===== config.mk =====
export PLATFORM = sky130hd
export DESIGN_NAME = input_streaming
export DESIGN_NICKNAME = d
export VERILOG_FILES = /design/src/rtl/npu_io_pkg.sv /design/src/rtl/pixel_word_unpacker.sv /design/src/rtl/input_streaming.sv
export SDC_FILE = /design/constraint.sdc
export NUM_CORES = 1
export LEC_CHECK = 0
export CORE_ASPECT_RATIO = 1.1
export CORE_MARGIN = 2
export CORE_UTILIZATION = 48
export CTS_CLUSTER_SIZE = 12
export DETAILED_ROUTE_END_ITERATION = 10
export PLACE_DENSITY_LB_ADDON = 0.1
export SYNTH_ARGS = -nofsm -noshare
export SYNTH_HDL_FRONTEND = slang
export SYNTH_SLANG_ARGS = --single-unit

===== constraint.sdc =====
create_clock -name clk -period 2.3 [get_ports clk]
set_clock_uncertainty 0.05 [all_clocks]
set_input_delay 0.345 -clock clk [delete_from_list [all_inputs] [get_ports clk]]
set_output_delay 0.345 -clock clk [all_outputs]
set_load 0.02 [all_outputs]

===== src/rtl/npu_io_pkg.sv =====
// npu_io_pkg: frame geometry and FSM states shared by the NPU
// streaming blocks (input_streaming, output_handling).
package npu_io_pkg;

  localparam int IMG_WIDTH       = 640;
  localparam int IMG_HEIGHT      = 480;
  localparam int PIX_PER_WORD    = 8;
  localparam int WORDS_PER_FRAME = IMG_WIDTH * IMG_HEIGHT / PIX_PER_WORD;

  typedef enum logic [2:0] {
    ST_IDLE,
    ST_FETCH,
    ST_WAIT,
    ST_EMIT,
    ST_DONE
  } io_state_e;

  function automatic int words_per_frame(input int w, input int h);
    return w * h / PIX_PER_WORD;
  endfunction

endpackage


===== src/rtl/pixel_word_unpacker.sv =====
// pixel_word_unpacker: shifts one 64-bit RAM word out a byte at a time.
// With INPUT_PREFETCH_EN defined it also holds the next word in a buffer.
module pixel_word_unpacker (
  input  logic        clk,
  input  logic        reset,
  input  logic        load_i,
  input  logic        shift_i,
`ifdef INPUT_PREFETCH_EN
  input  logic        pf_req_i,
  output logic        buf_valid_o,
`endif
  input  logic [63:0] rd_data_i,
  output logic [7:0]  pixel_o,
  output logic [2:0]  byte_idx_o
);

  logic [63:0] shreg_q, shreg_d;
  logic [2:0]  idx_q, idx_d;

`ifdef INPUT_PREFETCH_EN
  logic [63:0] buf_q, buf_d;
  logic        vld_q, vld_d;
  logic        pend_q;
`endif

  always_comb begin
    shreg_d = shreg_q;
    idx_d   = idx_q;
`ifdef INPUT_PREFETCH_EN
    buf_d = buf_q;
    vld_d = vld_q;
    // RAM data is valid the cycle after the prefetch read strobe
    if (pend_q) begin
      buf_d = rd_data_i;
      vld_d = 1'b1;
    end
`endif
    if (load_i) begin
      shreg_d = rd_data_i;
      idx_d   = 3'd0;
    end else if (shift_i) begin
      idx_d = idx_q + 3'd1;
      if (idx_q == 3'd7) begin
`ifdef INPUT_PREFETCH_EN
        shreg_d = buf_q;
        vld_d   = 1'b0;
`else
        shreg_d = {8'h00, shreg_q[63:8]};
`endif
      end else begin
        shreg_d = {8'h00, shreg_q[63:8]};
      end
    end
  end

  always_ff @(posedge clk) begin
    if (reset) begin
      shreg_q <= '0;
      idx_q   <= '0;
`ifdef INPUT_PREFETCH_EN
      buf_q   <= '0;
      vld_q   <= 1'b0;
      pend_q  <= 1'b0;
`endif
    end else begin
      shreg_q <= shreg_d;
      idx_q   <= idx_d;
`ifdef INPUT_PREFETCH_EN
      buf_q   <= buf_d;
      vld_q   <= vld_d;
      pend_q  <= pf_req_i;
`endif
    end
  end

  assign pixel_o    = shreg_q[7:0];
  assign byte_idx_o = idx_q;
`ifdef INPUT_PREFETCH_EN
  assign buf_valid_o = vld_q;
`endif

endmodule


===== src/rtl/input_streaming.sv =====
// input_streaming: streams a greyscale frame from the 64-bit image RAM
// into the NPU input FIFO. Define INPUT_PREFETCH_EN for 1 pixel/cycle.
module input_streaming #(
  parameter int IMG_WIDTH  = npu_io_pkg::IMG_WIDTH,
  parameter int IMG_HEIGHT = npu_io_pkg::IMG_HEIGHT,
  parameter int BASE_ADDR  = 0,
  parameter int RAM_AW     = 16
) (
  input  logic              clk,
  input  logic              reset,
  input  logic              start,
  output logic [RAM_AW-1:0] ram_addr,
  output logic              ram_rd_en,
  input  logic [63:0]       ram_rd_data,
  input  logic              input_fifo_full,
  output logic              input_fifo_write_enable,
  output logic [31:0]       input_fifo_data,
  output logic              busy,
  output logic              done
);

  import npu_io_pkg::*;

  localparam int WORDS = words_per_frame(IMG_WIDTH, IMG_HEIGHT);
  localparam logic [RAM_AW-1:0] BASE = RAM_AW'(BASE_ADDR);
  localparam logic [RAM_AW-1:0] LAST = RAM_AW'(BASE_ADDR + WORDS - 1);

  io_state_e         state_q, state_d;
  logic [RAM_AW-1:0] addr_q, addr_d;
  logic              busy_q, busy_d;
  logic              done_q, done_d;
  logic              load, shift, last_word, buf_ok;
  logic [7:0]        pixel;
  logic [2:0]        byte_idx;

`ifdef INPUT_PREFETCH_EN
  logic pf_req, buf_valid;
  // never leave a word before its successor has landed in the buffer
  assign buf_ok = (byte_idx != 3'd7) || last_word || buf_valid;
`else
  assign buf_ok = 1'b1;
`endif

  assign last_word = (addr_q == LAST);

  always_comb begin
    state_d = state_q;
    addr_d  = addr_q;
    busy_d  = busy_q;
    done_d  = done_q;
    ram_rd_en = 1'b0;
    ram_addr  = '0;
    load  = 1'b0;
    shift = 1'b0;
    input_fifo_write_enable = 1'b0;
    input_fifo_data         = '0;
`ifdef INPUT_PREFETCH_EN
    pf_req = 1'b0;
`endif
    unique case (state_q)
      ST_IDLE: begin
        if (start) begin
          state_d = ST_FETCH;
          done_d  = 1'b0;
          busy_d  = 1'b1;
          addr_d  = BASE;
        end
      end
      ST_FETCH: begin
        ram_rd_en = 1'b1;
        ram_addr  = addr_q;
        state_d   = ST_WAIT;
      end
      ST_WAIT: begin
        load    = 1'b1;
        state_d = ST_EMIT;
      end
      ST_EMIT: begin
        shift = !input_fifo_full && buf_ok;
        input_fifo_write_enable = shift;
        input_fifo_data = {24'h0, pixel};
`ifdef INPUT_PREFETCH_EN
        if (shift && byte_idx == 3'd0 && !last_word) begin
          ram_rd_en = 1'b1;
          ram_addr  = addr_q + 1'b1;
          pf_req    = 1'b1;
        end
`endif
        if (shift && byte_idx == 3'd7) begin
          if (last_word) begin
            state_d = ST_DONE;
          end else begin
            addr_d = addr_q + 1'b1;
`ifndef INPUT_PREFETCH_EN
            state_d = ST_FETCH;
`endif
          end
        end
      end
      ST_DONE: begin
        busy_d  = 1'b0;
        done_d  = 1'b1;
        state_d = ST_IDLE;
      end
      default: state_d = ST_IDLE;
    endcase
  end

  always_ff @(posedge clk) begin
    if (reset) begin
      state_q <= ST_IDLE;
      addr_q  <= BASE;
      busy_q  <= 1'b0;
      done_q  <= 1'b0;
    end else begin
      state_q <= state_d;
      addr_q  <= addr_d;
      busy_q  <= busy_d;
      done_q  <= done_d;
    end
  end

  assign busy = busy_q;
  assign done = done_q;

  pixel_word_unpacker u_unpack (
    .clk        (clk),
    .reset      (reset),
    .load_i     (load),
    .shift_i    (shift),
`ifdef INPUT_PREFETCH_EN
    .pf_req_i   (pf_req),
    .buf_valid_o(buf_valid),
`endif
    .rd_data_i  (ram_rd_data),
    .pixel_o    (pixel),
    .byte_idx_o (byte_idx)
  );

endmodule


# After elaboration in Yosys (flattened, before gate mapping)
# Index checks and enable logic that the tools add are counted.
# word_totals
word_cells	46
input_bits	68
output_inout_bits	52
regBits	88
# op_classes
n_eq_ne	9
reduce_logical	10
addsub	2
mux	19
# op_table
op	count
64-bit 2-to-1 mux	2
16-bit 2-to-1 mux	4
16-bit case mux with 2 select lines	1
16-bit by 1-bit adder with 16-bit output (second input constant)	1
16-bit == test (second input constant)	1
3-bit case mux with 4 select lines	1
3-bit 2-to-1 mux	3
8-bit 2-to-1 mux	1
3-bit by 2-bit == test with 1-bit output (second input constant)	2
3-bit == test (second input constant)	2
2-bit != test (second input constant)	3
2-bit nonzero test	3
1-bit 2-to-1 mux	5
1-bit case mux with 2 select lines	2
2-bit AND reduction	2
4-bit AND reduction	1
3-bit by 1-bit adder with 3-bit output (second input constant)	1
3-bit by 1-bit == test with 1-bit output (second input constant)	1
3-bit zero test	1
2-bit OR reduction	1
1-bit logical AND	1
1-bit zero test	1

# Longest topological paths before layout
# depth
word_depth	4
depth_mapped	9
depth_no_buf	7

# Hierarchy
# Synthesis repeated with hierarchy kept, for this count alone.
# hier_totals
hier_cells	500
area_unflattened_um2	4657.0
# by_module_without_submodules
mod	cells_each	area_each_um2	n_inst	seq_area_each_um2
pixel_word_unpacker	305	3121.7	1	1341.3
input_streaming	195	1535.2	1	420.4

# Worst setup path after synthesis
# Ideal clock, no wire load.
# synth_timing
path_kind	reg-to-output
startpoint	register state_q[2]
endpoint	output ram_addr[10]
slack_ns	0.390
stages_incl_launch_ff	5
path_buffers	2
arrival_ns	1.515
required_time_ns	1.905
cell_sequence	dfxtp_1 buf_2 nor3b_1 clkbuf_1 and2_1
# synth_via
elab_chain_cells	2
# synth_lines
item	line_no	rtl
start: declaration	input_streaming.sv:28	io_state_e state_q, state_d;
start signal: assignment	input_streaming.sv:116	state_q <= state_d;
3-bit by 1-bit == test with 1-bit output	input_streaming.sv:60	unique case (state_q)
16-bit 2-to-1 mux	input_streaming.sv:60	
end: declaration	input_streaming.sv:12	output logic [RAM_AW-1:0] ram_addr,
# Every way passes these cells.

# Worst setup path in the final report
# layout_timing
startpoint	register state_q[0]
endpoint	output ram_rd_en
# layout_via
elab_chain_cells	2
# layout_lines
item	line_no	rtl
3-bit by 1-bit == test with 1-bit output	input_streaming.sv:60	
1-bit 2-to-1 mux	input_streaming.sv:60	
end: declaration	input_streaming.sv:13	output logic ram_rd_en,
# Every way passes these cells.

==> results_tabular.tex <==
\begin{tabular}{lr}
\hline
Metric & Value \\
\hline
\multicolumn{2}{l}{\textbf{Outcome}} \\
Result of the run & complete, no violations \\
\multicolumn{2}{l}{\textbf{Worst setup path}} \\
Depth of the most critical reg-to-reg path & 6 \\
Critical path startpoint category & register \\
Required time of the critical path & 1.90 ns \\
Start-to-end type of the worst setup path & register to output port \\
Crit end category & output port \\
Maximum net fanout on the critical path & 17 \\
Worst-case register-to-register setup slack & 0.32 ns \\
Critical register-to-register path startpoint & addr\_q[1]\$\_SDFFE\_PP0P\_ \\
Data arrival time of the critical path & 1.79 ns \\
Critical R2R Capture & addr\_q[2]\$\_SDFFE\_PP0P\_ \\
\multicolumn{2}{l}{\textbf{Pwr}} \\
Clock network power share & 37.0\% \\
Leak & 2.238 nW \\
Net switching power & 0.0008713 W \\
Max VDD drop & 0.3518 mV \\
Fraction of power consumed by sequential logic & 49.3\% \\
Share of total power in combinational logic & 13.6\% \\
Fraction of power spent switching nets & 26.00\% \\
P per Cell Area & 612.4 nW/µm² \\
Internal Pwr Total & 0.002480 W \\
\multicolumn{2}{l}{\textbf{Final layout}} \\
Area growth, synth to finish & 29.69\% \\
Share of final-layout standard cells stronger than drive strength 1 & 8.871\% \\
Commonest non-fill, non-tap cells in the layout & 101 x sky130\_fd\_sc\_hd\_\_nand2\_1, 87 x sky130\_fd\_sc\_hd\_\_dfxtp\_1, 69 x sky130\_fd\_sc\_hd\_\_clkdlybuf4s50\_1, 41 x sky130\_fd\_sc\_hd\_\_a21oi\_1, 40 x sky130\_fd\_sc\_hd\_\_nor2\_1 \\
Most frequent standard cell in the layout excluding fill and tap cells & sky130\_fd\_sc\_hd\_\_nand2\_1 \\
Final Instance Count excl. Fillers & 731 \\
NumNets Final & 686 \\
Final instance area & 5472 µm² \\
Inserted Diodes & 0 \\
\multicolumn{2}{l}{\textbf{Synthesis}} \\
EDFF count, synth & 0 \\
Fraction of the yosys area taken by sequential cells & 41.76\% \\
Synth warnings & 0 \\
Async set-reset flop share out of synthesis & 0\% \\
Netlist Area Pre-Place & 4219 µm² \\
Synthesized instance count & 526 \\
Number of flip-flops and latches in the synthesized netlist & 88 \\
Mean instance size in the synthesized netlist & 8.021 µm² \\
Most used flip-flop cell after synthesis & sky130\_fd\_sc\_hd\_\_dfxtp\_1 \\
Number of library cell types mapped by synthesis & 51 \\
\multicolumn{2}{l}{\textbf{Detailed routing}} \\
Detailed router's first-iteration violation count & 244 \\
Number of vias per cell & 5.371 \\
Iteration count of the initial detailed-routing pass & 5 \\
Final antenna-violating net count & 0 \\
Post-route DRC violation count & 0 \\
Overall via count from detail\_route & 3926 \\
Average wire length per cell after detail routing & 14.83 µm \\
Final routed wirelength across all metal layers & 10.84 mm \\
\multicolumn{2}{l}{\textbf{Place}} \\
Final estimated routing congestion in global placement & 0.9035 \\
Post-detail-place hpwl & 7.780 mm \\
Instance count after placement with tap cells included & 715 \\
Number of port buffers & 95 \\
Placement Cell Area & 5233 µm² \\
Post-Place Worst Slack & 0.05259 ns \\
\multicolumn{2}{l}{\textbf{Floorplan}} \\
Area of the core & 8452 µm² \\
Effective utilization at floorplan & 49.92\% \\
Die outline height & 102.3 µm \\
Rows & 35 \\
Full die area & 9557 µm² \\
Number of top-level design ports & 120 \\
Die outline width & 93.39 µm \\
\multicolumn{2}{l}{\textbf{Clock tree}} \\
Clock H-tree levels & 3 \\
Root buffer selected by CTS & sky130\_fd\_sc\_hd\_\_clkbuf\_8 \\
CTS tree & built \\
Clock latency reported for the late side of the worst-skew pair & 0.36 ns \\
Number of clock buffers inserted by TritonCTS & 9 \\
Clock transition at the registers of the reported paths & 0.10 ns \\
Total setup buffers inserted after CTS & 0 \\
Count of clock tree sinks & 88 \\
Clock Tree Buf Depth & 2 \\
\multicolumn{2}{l}{\textbf{Min path}} \\
Worst Hold End & u\_unpack.shreg\_q[2]\$\_SDFFE\_PP0P\_ \\
Class of the most critical hold timing path & register to register \\
Worst hold path cell count & 2 \\
Hold\_sp & u\_unpack.shreg\_q[2]\$\_SDFFE\_PP0P\_ \\
\multicolumn{2}{l}{\textbf{Global routing}} \\
Number of global-route vias before repair & 3588 \\
Maximum number of pins on one net before global-route repair & 42 \\
Number of antenna violations at the first check in global routing & 0 \\
GRT Resource Usage Total & 22.96\% \\
Aggregate global routing overflow & 0 \\
Global-route wire length before repair & 17.42 mm \\
\multicolumn{2}{l}{\textbf{STA}} \\
Final worst slack & 0.1151 ns \\
Crit share post-route & 95.00\% \\
Shortest period the worst path allows & 2.185 ns \\
Final hold violation count & 0 \\
Setup repair after global routing missed its margin & false \\
Final hold slack & 0.4061 ns \\
Total count of max-transition violations in the final report & 0 \\
Final setup violation count & 0 \\
Worst-margin pin slew & 0.6059 ns \\
Sum of negative setup slack & 0 ns \\
Worst max-slew margin expressed relative to the limit & 59.46\% \\
Highest achievable clock rate & 457.7 MHz \\
\multicolumn{2}{l}{\textbf{Flow run}} \\
Reported max-cap violation count & 0 \\
\hline
\end{tabular}
sequential cells by signal, summed over array words and instances, names as in the netlist:
signal	count
u_unpack.shreg_q	64
addr_q	16
state_q	3
u_unpack.byte_idx_o	3
busy	1
done	1
how the worst max path moves through the flow:
stage                              end  cells past startpoint                    start  slack [ns]
5_1_grt                      ram_rd_en                      3  state_q[0]$_SDFFE_PP0P_        0.01
3_3_place_gp   addr_q[15]$_SDFFE_PP0P_                      6                    start        0.10
2_1_floorplan             ram_addr[10]                      4  state_q[2]$_SDFFE_PP0P_        0.39
4_1_cts             input_fifo_data[0]                      4  state_q[1]$_SDFFE_PP0P_      0.0009
6_report                     ram_rd_en                      3  state_q[0]$_SDFFE_PP0P_        0.12
3_5_place_dp   addr_q[15]$_SDFFE_PP0P_                      6                    start        0.05
synthesized netlist by cell type (all sizes together), types with 3 or more instances:
master / instances / share of area [%]
a211o: 3 / 0.62
a21oi: 42 / 5.1
a22oi: 31 / 5.5
a311oi: 27 / 5.6
a31oi: 3 / 0.44
and2: 27 / 4.0
and3: 4 / 0.59
and3b: 3 / 0.62
buf: 39 / 6.2
clkbuf: 25 / 2.2
dfxtp: 88 / 42
ha: 3 / 0.89
inv: 5 / 0.44
nand2: 102 / 9.1
nand3: 17 / 2.0
nand4: 8 / 1.2
nor2: 41 / 3.6
nor2b: 3 / 0.62
nor3: 5 / 0.59
o21ai: 13 / 1.7
o311ai: 3 / 0.62
o31ai: 3 / 0.53
or2: 3 / 0.44
layer usage:
layer	global-route usage, %	vias to the layer above	part of all wire (%)	wire (µm)
li1	-	1997	-	-
met1	31.71	1797	46	5032
met2	36.64	120	47	5042
met3	3.540	12	5.7	614
met4	8.258	0	1.4	148
met5	0	-	0	0
what timing repair did:
action | CTS | global route
setup endpoints to repair | 16 | 9
gates resized for setup | 16 | 10
pin swaps | 0 | 0
cloned | 0 | 0
hold buffers | 0 | 0
area by class of cell:
type,count,area (µm²)
Multi-Input combinational cell,392,2175
Inverter,5,18.77
Clock buffer,10,137.6
Clock inverter,6,97.59
Fill cell,762,2980
Sequential cell,88,1763
Tap cell,111,138.9
Timing Repair Buffer,119,1141
power by group through the flow:
| stage | clock, W | sequential (W) | combinational [W] |
|---|---|---|---|
| 2_1_floorplan | 0 | 0.00167 | 0.000289 |
| 3_3_place_gp | 0 | 0.00168 | 0.000449 |
| 3_5_place_dp | 0 | 0.00169 | 0.000455 |
| 4_1_cts | 0.00126 | 0.00165 | 0.000457 |
| 5_1_grt | 0.00133 | 0.00166 | 0.000500 |
| 6_report | 0.00124 | 0.00165 | 0.000457 |
metrics by stage:
stage | total power [W] | utilization (%)
6_report | 0.003351 | 64.74
3_5_place_dp | 0.002143 | 61.91
4_1_cts | 0.003374 | 64.46
5_1_grt | 0.003491 | 64.74
3_3_place_gp | 0.002134 | 61.91
2_1_floorplan | 0.001963 | -
critical path: stages (launching register included):
cell and delay [ns]:
sky130_fd_sc_hd__dfxtp_1 0.38, sky130_fd_sc_hd__nor3b_1 0.21, sky130_fd_sc_hd__buf_4 0.23, sky130_fd_sc_hd__clkdlybuf4s50_1 0.62
cells by family after synthesis:
logic type	Yosys count	share of synthesized area, %
compound gates	132	21.53
xor+xnor	1	0.2076
fa+ha+maj	3	0.8898
buf+inv	69	8.867
flops	88	41.76
mux	3	0.7414
other cells	1	0.08888
simple gates	229	25.92
(Power assumes the default switching activity.)
